$ cat config.mk
export PLATFORM = sky130hd
export DESIGN_NAME = fp_normalize_flat
export DESIGN_NICKNAME = d
export VERILOG_FILES = /design/src/rtl/fp_normalize_pkg.sv /design/src/rtl/fp_normalize_if.sv /design/src/rtl/fp_normalize.sv /design/src/flat_wrapper.sv
export SDC_FILE = /design/constraint.sdc
export NUM_CORES = 1
export LEC_CHECK = 0
export CAP_MARGIN = 15
export CELL_PAD_IN_SITES_DETAIL_PLACEMENT = 0
export CELL_PAD_IN_SITES_GLOBAL_PLACEMENT = 1
export CORE_ASPECT_RATIO = 1.25
export CORE_MARGIN = 1
export CORE_UTILIZATION = 40
export CTS_CLUSTER_DIAMETER = 150
export CTS_CLUSTER_SIZE = 24
export DETAILED_ROUTE_END_ITERATION = 12
export PLACE_DENSITY_LB_ADDON = 0.3
export SKIP_LAST_GASP = 1
export SYNTH_ARGS = -nofsm -noshare
export SYNTH_HDL_FRONTEND = slang
export SYNTH_SLANG_ARGS = --single-unit
$ cat constraint.sdc
create_clock -name clk -period 4.2 [get_ports clk]
set_input_delay 0.84 -clock clk [delete_from_list [all_inputs] [get_ports clk]]
set_output_delay 0.84 -clock clk [all_outputs]
set_load 0.01 [all_outputs]
$ cat src/rtl/fp_normalize_pkg.sv
// Shared widths, limits and FSM encoding for the floating-point normalizer.
package fp_pkg;
  localparam logic [7:0] EXP_MAX = 8'hFF;
  localparam int MANT_W = 23;
  localparam int SUM_W  = 25;
  localparam int EXP_W  = 8;

  typedef enum logic [1:0] {
    IDLE = 2'd0,
    NORM = 2'd1,
    HOLD = 2'd2
  } state_t;
endpackage

$ cat src/rtl/fp_normalize_if.sv
// Raw-result input and normalized-result output bundle of the normalizer.
interface fp_normalize_if;
  import fp_pkg::*;

  logic              in_valid;
  logic              in_ready;
  logic [SUM_W-1:0]  raw_sum;
  logic [EXP_W-1:0]  raw_exponent;
  logic              raw_sign;
  logic              out_valid;
  logic              out_ready;
  logic [SUM_W-1:0]  final_sum;
  logic [EXP_W-1:0]  final_exponent;
  logic              new_sign;
  logic              overflow_exc;
  logic              underflow_exc;

  modport slave (
    input  in_valid, raw_sum, raw_exponent, raw_sign, out_ready,
    output in_ready, out_valid, final_sum, final_exponent, new_sign,
           overflow_exc, underflow_exc
  );

  modport master (
    output in_valid, raw_sum, raw_exponent, raw_sign, out_ready,
    input  in_ready, out_valid, final_sum, final_exponent, new_sign,
           overflow_exc, underflow_exc
  );
endinterface

$ cat src/rtl/fp_normalize.sv
// Iterative mantissa normalizer: one right shift for carry, or one left shift
// per cycle until the hidden bit is set or the exponent bottoms out.
module fp_normalize
  import fp_pkg::*;
(
  input  logic          clk,
  input  logic          rst_n,
  fp_normalize_if.slave bus
);

  state_t           state, state_nx;
  logic [SUM_W-1:0] sum, sum_nx;
  logic [EXP_W:0]   expo, expo_nx;    // extra bit keeps +1/-1 from wrapping
  logic             sign, sign_nx;
  logic             ovf, ovf_nx;
  logic             unf, unf_nx;
  logic [4:0]       cnt, cnt_nx;

  always_ff @(posedge clk or negedge rst_n) begin
    if (!rst_n) state <= IDLE;
    else        state <= state_nx;
  end

  always_ff @(posedge clk or negedge rst_n) begin
    if (!rst_n) begin
      sum  <= '0;
      expo <= '0;
      sign <= 1'b0;
      ovf  <= 1'b0;
      unf  <= 1'b0;
      cnt  <= '0;
    end else begin
      sum  <= sum_nx;
      expo <= expo_nx;
      sign <= sign_nx;
      ovf  <= ovf_nx;
      unf  <= unf_nx;
      cnt  <= cnt_nx;
    end
  end

  always_comb begin
    state_nx = state;
    sum_nx   = sum;
    expo_nx  = expo;
    sign_nx  = sign;
    ovf_nx   = ovf;
    unf_nx   = unf;
    cnt_nx   = cnt;
    case (state)
      IDLE: if (bus.in_valid) begin
        sum_nx   = bus.raw_sum;
        expo_nx  = {1'b0, bus.raw_exponent};
        sign_nx  = bus.raw_sign;
        ovf_nx   = 1'b0;
        unf_nx   = 1'b0;
        cnt_nx   = '0;
        state_nx = NORM;
      end
      NORM: begin
        if (expo == {1'b0, EXP_MAX}) begin
          ovf_nx   = 1'b1;
          state_nx = HOLD;
        end else if (sum == '0) begin
          expo_nx  = '0;
          state_nx = HOLD;
        end else if (sum[SUM_W-1]) begin
          sum_nx   = sum >> 1;
          expo_nx  = expo + 9'd1;
          ovf_nx   = (expo + 9'd1) == {1'b0, EXP_MAX};
          state_nx = HOLD;
        end else if (sum[MANT_W]) begin
          state_nx = HOLD;
        end else if (expo == '0) begin
          unf_nx   = 1'b1;
          state_nx = HOLD;
        end else if (cnt == 5'(MANT_W)) begin
          // backstop: a nonzero sum reaches the hidden bit within MANT_W shifts
          state_nx = HOLD;
        end else begin
          sum_nx   = sum << 1;
          expo_nx  = expo - 9'd1;
          cnt_nx   = cnt + 5'd1;
        end
      end
      HOLD: if (bus.out_ready) state_nx = IDLE;
      default: state_nx = IDLE;
    endcase
  end

  assign bus.in_ready       = (state == IDLE);
  assign bus.out_valid      = (state == HOLD);
  assign bus.final_sum      = sum;
  assign bus.final_exponent = expo[EXP_W-1:0];
  assign bus.new_sign       = sign;
  assign bus.overflow_exc   = ovf;
  assign bus.underflow_exc  = unf;

endmodule
$ cat src/flat_wrapper.sv
// flat-port wrapper written by rule: the top's interface ports become plain ports
module fp_normalize_flat import fp_pkg::*;
  (clk, rst_n, bus_in_valid, bus_raw_sum, bus_raw_exponent, bus_raw_sign, bus_out_ready, bus_in_ready, bus_out_valid, bus_final_sum, bus_final_exponent, bus_new_sign, bus_overflow_exc, bus_underflow_exc);
  fp_normalize_if bus_i ();
  input  logic clk;
  input  logic rst_n;
  input wire logic [$bits(bus_i.in_valid)-1:0] bus_in_valid;
  input wire logic [$bits(bus_i.raw_sum)-1:0] bus_raw_sum;
  input wire logic [$bits(bus_i.raw_exponent)-1:0] bus_raw_exponent;
  input wire logic [$bits(bus_i.raw_sign)-1:0] bus_raw_sign;
  input wire logic [$bits(bus_i.out_ready)-1:0] bus_out_ready;
  output wire logic [$bits(bus_i.in_ready)-1:0] bus_in_ready;
  output wire logic [$bits(bus_i.out_valid)-1:0] bus_out_valid;
  output wire logic [$bits(bus_i.final_sum)-1:0] bus_final_sum;
  output wire logic [$bits(bus_i.final_exponent)-1:0] bus_final_exponent;
  output wire logic [$bits(bus_i.new_sign)-1:0] bus_new_sign;
  output wire logic [$bits(bus_i.overflow_exc)-1:0] bus_overflow_exc;
  output wire logic [$bits(bus_i.underflow_exc)-1:0] bus_underflow_exc;
  assign bus_i.in_valid = bus_in_valid;
  assign bus_i.raw_sum = bus_raw_sum;
  assign bus_i.raw_exponent = bus_raw_exponent;
  assign bus_i.raw_sign = bus_raw_sign;
  assign bus_i.out_ready = bus_out_ready;
  assign bus_in_ready = bus_i.in_ready;
  assign bus_out_valid = bus_i.out_valid;
  assign bus_final_sum = bus_i.final_sum;
  assign bus_final_exponent = bus_i.final_exponent;
  assign bus_new_sign = bus_i.new_sign;
  assign bus_overflow_exc = bus_i.overflow_exc;
  assign bus_underflow_exc = bus_i.underflow_exc;
  fp_normalize u_core (.clk(clk), .rst_n(rst_n), .bus(bus_i));
endmodule
==> qor.tcl <==
set qor(critical_path.slowest_cell) {sky130_fd_sc_hd__o31a_1}
set qor(syn_inst) 299
set qor(post_drt_wl_per_cell_um) 17.06
set qor(timing.reg2reg.worst_path_depth) 9
set qor(antenna_cells_inserted) 0
set qor(synth_cell_type_count) 49
set qor(portBuffers) 75
set qor(holdBufCountCts) 0
set qor(worst-r2r-setup-slack_ns) 0.92
set qor(grt_start_max_net_pins) 45
set qor(max-vdd-ir-drop_mv) 0.2968
set qor(slew_headroom) 0.3146
set qor(drt_first_iter_violations) 188
set qor(ys_seq_area_frac) 0.3833
set qor(ant_nets) 0
set qor(r2r_start) {u_core.expo[0]}
set qor(syn_area_per_cell_um2) 9.608
set qor(worstHoldPathType) {register to register}
set qor(postCtsResizedCells) 0
set qor(drt-vias-per-instance) 5.843
set qor(worstPathMaxFanout) 17
set qor(groute.layer.met1.usage) 0.2761
set qor(clkSlewWorstSetupHoldPaths_ns) 0.08
set qor(postRouteWirelength_um) 7593
set qor(worst_skew_pair.late_latency_ns) 0.30
set qor(timing.rr.end) {u_core.expo[7]}
set qor(grt_util_met2) 0.3601
set qor(ys_ff_latch) 44
set qor(cap_violations) 0
set qor(timing.fmax_mhz) 304.5
set qor(post-dp-hpwl_um) 5164
set qor(timing.hold.worst.start) {u_core.bus.new_sign}
set qor(grt_pass1_wl_um) 12740
set qor(finalHoldWorstSlack_ns) 0.4774
set qor(fp.dieW_um) 77.80
set qor(cell_types_occupying_the_most_area_after_synthesis) {sky130_fd_sc_hd__dfrtp_1 38%, sky130_fd_sc_hd__mux2_2 8.6%, sky130_fd_sc_hd__a221o_1 8.0%}
set qor(clk_sink_count) 44
set qor(power-per-cell-area_nw_per_um2) 749.8
set qor(setup_viol) 0
set qor(n_fill_cell) 655
set qor(worst-setup-path-type) {register to register}
set qor(grt.overflow.total) 0
set qor(worst_slew_pin_slew_ns) 1.028
set qor(area_delta_synth_final_pct) 28.22
set qor(critPathCaptureType) {register}
set qor(synthTopCellsByCount) {44 x sky130_fd_sc_hd__dfrtp_1, 27 x sky130_fd_sc_hd__nand2_1, 23 x sky130_fd_sc_hd__a221o_1, 22 x sky130_fd_sc_hd__and3_1, 22 x sky130_fd_sc_hd__mux2_2}
set qor(cts_setup_buffers) 0
set qor(synth_warnings) 0
set qor(holdPathEnd) {u_core.bus.new_sign}
set qor(total_leakage_power_nw) 1.573
set qor(post-synth-top-area-fraction) 0.3833
set qor(fp-row-count) 34
set qor(synth_enable_flop_cells) 0
set qor(antenna_found_initial) 0
set qor(detail_route.drc_violations) 0
set qor(finalHoldViolCount) 0
set qor(post-synth-top-count-cell) {sky130_fd_sc_hd__dfrtp_1}
set qor(path_delay_family) {compound AO/OA/AOI/OAI gates}
set qor(synth_ff_type) {sky130_fd_sc_hd__dfrtp_1}
set qor(grtUsageMet3) 0.02642
set qor(post-route-util) 0.5312
set qor(cts-buffers-inserted) 5
set qor(final.setup.tns_ns) 0
set qor(core_area_um2) 6934
set qor(grt.total_usage) 0.2117
set qor(gp_congestion) 0.7746
set qor(hold_path_depth) 2
set qor(period_needed_ns) 3.285
set qor(cp_slowest_stage_delay_ns) 0.63
set qor(cts.root.buffer_cell) {sky130_fd_sc_hd__clkbuf_8}
set qor(die_area_um2) 7527
set qor(cts_htree_levels) 2
set qor(slew_viol_final) 0
set qor(grt_most_used_layer) {met2}
set qor(cts_max_path_buffers) 2
set qor(vias) 2600
set qor(netlist_area_um2) 2873
set qor(clock_tree_from_tritoncts) {done}
set qor(final_nets) 398
set qor(critical_path.cell_chain) {ha_1, and4_1, and4_1, ha_1, nand2b_1, a21oi_1, o31a_1, a21bo_2, a22o_1}
set qor(largest_area_contributor_in_the_synthesized_netlist) {sky130_fd_sc_hd__dfrtp_1}
set qor(critPathLaunchType) {register}
set qor(drt_pre_antenna_iters) 5
set qor(rsz0062_at_grt) {false}
set qor(asyncSetResetFlopFracSynth) 1.000
set qor(first_global_vias) 2596
set qor(syn-num-nets) 343
set qor(outcome) {completed}
set qor(design.portCount) 76
set qor(critPathArrivalTime_ns) 3.48
set qor(crit_buf_inv) 0
set qor(overall_die_height_um) 96.75
set qor(critical_path_required_ns) 4.39
set qor(final_period_utilization) 0.7820
set qor(post_route_cells_drive_above_1_share) 0.1211
set qor(worst_clock_skew_ns) 0.006677
set qor(floorplan.initialDensity) 0.4143
==> routing by layer <==
layer / wire (um) / vias to the layer above
li1: - / 1236
met1: 3342 / 1265
met2: 3777 / 89
met3: 357 / 10
met4: 115 / 0
met5: 0 / -
==> power by group <==
part | total [W] | switching (W) | leakage [nW] | internal (W)
logic | 0.00154 | 0.000734 | 0.968 | 0.000808
registers | 0.000892 | 0.000274 | 0.549 | 0.000618
clock network | 0.000327 | 0.000150 | 0.0552 | 0.000177
==> cells by family after synthesis <==
logic type      Yosys count  share of synthesized area
flops                    44                     0.3833
simple gates            113                     0.2152
compound gates           70                     0.1947
fa+ha+maj                 6                    0.02613
buf+inv                  38                    0.07448
mux                      25                    0.09713
xor+xnor                  3                   0.009148
==> flip-flops by register name, summed over array words and instances, names as in the netlist <==
register / cells
u_core.bus.underflow_exc: 1
u_core.state: 2
u_core.bus.final_sum: 25
u_core.bus.overflow_exc: 1
u_core.expo: 9
u_core.cnt: 5
u_core.bus.new_sign: 1
==> cell usage in the layout (no fill, tap or decap), types with 2 or more instances in the layout <==
cell type                         Yosys  final
sky130_fd_sc_hd__nand3_1              9      9
sky130_fd_sc_hd__mux2i_1              2      2
sky130_fd_sc_hd__dfrtp_1             44     44
sky130_fd_sc_hd__o31a_1               2      2
sky130_fd_sc_hd__nand3b_1             2      2
sky130_fd_sc_hd__and3_1              22     22
sky130_fd_sc_hd__nor3_1               6      6
sky130_fd_sc_hd__ha_1                 6      6
sky130_fd_sc_hd__nand2_1             27     27
sky130_fd_sc_hd__clkdlybuf4s50_1      0     74
sky130_fd_sc_hd__and2_1               2      2
sky130_fd_sc_hd__o21ai_0             10     10
sky130_fd_sc_hd__nor2_1              13     13
sky130_fd_sc_hd__nor2b_1              3      2
sky130_fd_sc_hd__and4_1               3      3
sky130_fd_sc_hd__a21oi_1              7      7
sky130_fd_sc_hd__a31oi_1              5      5
sky130_fd_sc_hd__mux2_2              22     22
sky130_fd_sc_hd__nand2b_1             5      5
sky130_fd_sc_hd__inv_1                7      7
sky130_fd_sc_hd__xnor2_1              2      2
sky130_fd_sc_hd__nor4_1               6      6
sky130_fd_sc_hd__or4_4                2      2
sky130_fd_sc_hd__a221o_1             23     23
sky130_fd_sc_hd__a22o_1               7      7
sky130_fd_sc_hd__clkbuf_8             0      5
sky130_fd_sc_hd__or3_1                3      3
sky130_fd_sc_hd__nand4_1              4      4
sky130_fd_sc_hd__o31ai_1              5      5
sky130_fd_sc_hd__buf_4                9      4
==> worst max path at each step <==
stage / from / to / depth (start not counted)
finish: u_core.expo[0] / u_core.expo[7] / 9
detailed placement: u_core.expo[0] / u_core.expo[7] / 9
CTS: u_core.expo[0] / u_core.expo[7] / 9
floorplan: u_core.expo[0] / u_core.expo[7] / 9
global route: u_core.expo[0] / u_core.expo[7] / 9
global placement: u_core.expo[0] / u_core.expo[7] / 9
==> layout make-up <==
type                            count  area, um2  share of cell area
Clock buffer                        6      72.57             0.01970
Clock inverter                      2      35.03            0.009511
Inverter                            7      26.28            0.007133
Multi-Input combinational cell    217       1560              0.4236
Sequential cell                    44       1101              0.2989
Tap cell                           90      112.6             0.03057
Timing Repair Buffer               79      775.7              0.2106
==> tightest hold or removal path: stages, from the launching register on <==
cell	delay (ns)
sky130_fd_sc_hd__dfrtp_1	0.35
sky130_fd_sc_hd__nand2_1	0.05
sky130_fd_sc_hd__nand2_1	0.05
==> stage by stage <==
stage	total power (W)	setup WS, ns	std cells	cell area (um2)
after global placement	0.002431	0.9710	437	3576
final	0.002762	0.9154	445	3684
after detailed placement	0.002457	0.9135	437	3576
after floorplan	0.001891	1.516	299	2873
after global routing	0.002981	0.6751	445	3684
after CTS	0.002789	0.8915	445	3684
No activity file was read; power rests on OpenSTA's default activity.
